==> src/rtl/sw_debounce_sync.sv <==
// Slide-switch conditioner: per-bit synchroniser into CLOCK_50 plus an
// independent debounce counter, with registered clean levels and edge pulses.
module sw_debounce_sync #(
  parameter  int WIDTH           = 10,
  parameter  int SYNC_STAGES     = 2,
  parameter  int DEBOUNCE_CYCLES = 500000,
  localparam int CNT_W           = $clog2(DEBOUNCE_CYCLES)
) (
  input  logic             CLOCK_50,
  input  logic             KEY0,
  input  logic [WIDTH-1:0] SW,
  output logic [WIDTH-1:0] SW_CLEAN,
  output logic [WIDTH-1:0] SW_RISE,
  output logic [WIDTH-1:0] SW_FALL
);

  localparam logic [CNT_W-1:0] CNT_LAST = CNT_W'(DEBOUNCE_CYCLES - 1);

  generate
    for (genvar gi = 0; gi < WIDTH; gi++) begin : g_bit
      logic [SYNC_STAGES-1:0] sync_reg;
      logic [CNT_W-1:0]       cnt_reg;
      logic                   clean_reg;
      logic                   rise_reg;
      logic                   fall_reg;
      logic                   sync_out;

      assign sync_out = sync_reg[SYNC_STAGES-1];

      always_ff @(posedge CLOCK_50 or negedge KEY0) begin
        if (!KEY0) begin
          sync_reg  <= '0;
          cnt_reg   <= '0;
          clean_reg <= 1'b0;
          rise_reg  <= 1'b0;
          fall_reg  <= 1'b0;
        end else begin
          sync_reg <= {sync_reg[SYNC_STAGES-2:0], SW[gi]};
          rise_reg <= 1'b0;
          fall_reg <= 1'b0;
          // Any agreement with the accepted level restarts the whole window.
          if (sync_out == clean_reg) begin
            cnt_reg <= '0;
          end else if (cnt_reg == CNT_LAST) begin
            clean_reg <= sync_out;
            cnt_reg   <= '0;
            rise_reg  <= sync_out;
            fall_reg  <= ~sync_out;
          end else begin
            cnt_reg <= cnt_reg + 1'b1;
          end
        end
      end

      assign SW_CLEAN[gi] = clean_reg;
      assign SW_RISE[gi]  = rise_reg;
      assign SW_FALL[gi]  = fall_reg;
    end
  endgenerate

endmodule

==> config.mk <==
export PLATFORM = sky130hd
export DESIGN_NAME = sw_debounce_sync
export DESIGN_NICKNAME = d
export VERILOG_FILES = /design/src/rtl/sw_debounce_sync.sv
export SDC_FILE = /design/constraint.sdc
export NUM_CORES = 1
export LEC_CHECK = 0
export ABC_AREA = 1
export BUFFER_PORTS_ARGS = -buffer_cell sky130_fd_sc_hd__buf_2
export CAP_MARGIN = 0
export CORE_MARGIN = 4
export CORE_UTILIZATION = 34
export DETAILED_ROUTE_END_ITERATION = 6
export PLACE_DENSITY_LB_ADDON = 0.1
export RECOVER_POWER = 50
export SYNTH_ARGS = -nofsm -noshare
export SYNTH_HDL_FRONTEND = slang
export SYNTH_SLANG_ARGS = --single-unit
==> constraint.sdc <==
create_clock -name CLOCK_50 -period 1.7 [get_ports CLOCK_50]
set_input_delay 0.34 -clock CLOCK_50 [delete_from_list [all_inputs] [get_ports CLOCK_50]]
set_output_delay 0.34 -clock CLOCK_50 [all_outputs]
set_load 0.1 [all_outputs]
==> metrics.yaml <==
placement.io_buffers: 41
fp-row-count: 71
fmax_mhz: 608
final_cell_mix: "500 x nor2_1, 301 x nand2_1, 240 x dfrtp_1"
synth_nets: 1770
hp-class: "reg -> reg"
cap_violations: 0
critical_path.top_delay_family: "buffers and inverters"
cts.clk_slew.worst_paths_ps: 60
seqPwrFrac_pct: 46.3
combPwrFrac_pct: 3.3
ys_warn_count: 0
grt_usage_pct: 14.1
drt_iter0_markers: 519
pwr-share-clk_pct: 50.4
cts_tree: "done"
cp-end-kind: "primary output"
fill_cells: 3954
critPathBufInv: 1
crit_chain: "buf_2"
dieArea_um2: 41800
powerDensity_nw_per_um2: 841
clockRootBuffer: "clkbuf_16"
antenna_cells: 0
antenna_found_initial: 0
slew_violations: 0
ioPinCount: 42
grt_max_degree: 55
clockBufferDepth: 3
grt_pass1_wl_um: 50400
cp-start-kind: "flop"
finalHoldViolations: 0
synth-seq-area-share_pct: 45.8
multi_input_area_um2: 6110
rsz0062_at_grt: "no"
detailed_place_hpwl_um: 20600
worstSetupStartpoint: "g_bit[1].rise_reg"
overflow: 0
final_nets: 1837
ir_drop_v: 0.000784
drtPass1Iterations: 5
yosysUniqueCellTypes: 29
fp.dieW_um: 204
rrSetupSlack_ps: 220
p_int_w: 0.00984
place_inst: 2283
rr_worst_depth: 6
htree_levels: 1
finalWeightedCongestion: 0.835
min_period_ps: 1650
crit_type: "reg -> out"
slew_headroom_pct: 29.9
hold_slack_ps: 341
r2r-end: "g_bit[3].cnt_reg[5]"
tns_ps: 0
crit_arrival_ps: 1310
insertion_delay_ps: 570
layoutNonFillerInstCount: 2349
regArea_um2: 6010
max_stage_delay_ps: 420
fin_crit_sh_pct: 96.8
via_per_inst: 4.45
worst-endpoint-required_ps: 1360
status: "completed"
ant_nets: 0
worst_pin_slew_ps: 1050
setup_viol: 0
min_from: "g_bit[5].sync_reg[0]"
leakage_nw: 6.39
crit_path_max_fanout: 1
power_w: 0.0126
synth_cells: 1748
largest_reg_flops: 190
sw_frac_of_total_pct: 22.2
crit_slowest_cell: "buf_2"
wl_per_cell_um: 12.2
numCtsBuffers: 30
drt-total-wl_um: 28700
core_area_um2: 37800
synth_area_um2: 13100
dieHeight_um: 204
syn_to_final_growth_pct: 14.7
path_depth: 1
r2r_start: "g_bit[3].cnt_reg[0]"
grt_pass1_vias: 10400
start_util_pct: 34.6
switching_power_w: 0.00281
cts.sinks: 240
finalClockSkew_ps: 18.2
drive_gt1_share_pct: 11.8
drc_errors: 0
ys_ff_latch: 240
final_common_cell: "nor2_1"
critPathCapture: "SW_RISE[1]"
syn_avg_cell_area_um2: 7.50
vias: 10400
[kinds of logic after synthesis]
| family | after synthesis | synth area share [%] |
|---|---|---|
| adder cells (fa/ha/maj) | 10 | 0.954 |
| flip-flops | 240 | 45.8 |
| buffers and inverters | 231 | 7.59 |
| AND/OR/NAND/NOR | 1110 | 37.1 |
| XOR/XNOR | 86 | 5.74 |
| AO/OA/AOI/OAI | 71 | 2.78 |
[layer usage]
| layer | up-vias | part of all wire [%] | track usage (%) |
|---|---|---|---|
| li1 | 5551 | - | - |
| met1 | 4762 | 50 | 19.9 |
| met2 | 93 | 45 | 23.0 |
| met3 | 41 | 2.6 | 2.13 |
| met4 | 0 | 2.3 | 3.33 |
| met5 | - | 0 | 0 |
[area by class of cell]
| cell class | instances | area share (%) |
|---|---|---|
| Clock inverter | 12 | 0.732 |
| Tap cell | 511 | 4.25 |
| Multi-Input combinational cell | 1277 | 40.6 |
| Timing Repair Buffer | 73 | 3.73 |
| Sequential cell | 240 | 39.9 |
| Inverter | 193 | 4.82 |
| Clock buffer | 43 | 5.92 |
[through the flow]
stage / util [%] / setup WS, ps / instance area (µm²)
finish: 39.8 / 54.9 / 15000
global route: 39.8 / 1.43 / 15000
CTS: 39.8 / 1.54 / 15000
detailed placement: 36.7 / 174 / 13900
global placement: 36.7 / 227 / 13900
floorplan: - / 429 / 13100
[power groups by stage]
stage	logic [W]	registers [W]	clock network [W]
6_report	0.000420	0.00586	0.00637
3_3_place_gp	0.000421	0.00596	0
2_1_floorplan	0.000178	0.00594	0
4_1_cts	0.000447	0.00586	0.00667
5_1_grt	0.000501	0.00586	0.00690
3_5_place_dp	0.000425	0.00596	0
[cell usage after synthesis]
cell        n  area (µm²)
nor2_1    500        1880
nand2_1   301        1130
dfrtp_1   240        6010
inv_1     189         709
nand3_1   141         706
xor2_1     53         464
nor2_2     44         275
a21oi_1    43         215
xnor2_1    33         289
buf_4      32         240
nand2_2    31         194
nor3_1     22         110
o21ai_0    21         105
nand4_1    18         113
nor3b_1    13        97.6
nor2_4     11         124
ha_1       10         125
nand3_2    10         100
and2_1      9        56.3
buf_2       6        30.0
o22ai_1     5        31.3
inv_2       4        15.0
and3_1      3        18.8
nor3_2      3        30.0
nand3b_1    2        15.0
and2_0      1        6.26
nand3_4     1        17.5
o21ai_1     1        5.00
o21bai_1    1        7.51
[worst min path at each step]
stage	to	slack, ps	depth (start not counted)
floorplan	g_bit[0].clean_reg	40	0
detailed placement	g_bit[6].rise_reg	250	1
finish	g_bit[5].sync_reg[1]	340	0
global placement	g_bit[6].rise_reg	250	1
global route	g_bit[5].sync_reg[1]	340	0
CTS	g_bit[6].cnt_reg[8]	230	2
[repair_timing]
item                                   4_1_cts  5_1_grt
hold buffers                                11        0
endpoints found under the hold margin      127        0
setup endpoints to repair                   13        4
resized for setup                           13        4
buffers inserted                             0        0
(Power assumes the default switching activity.)
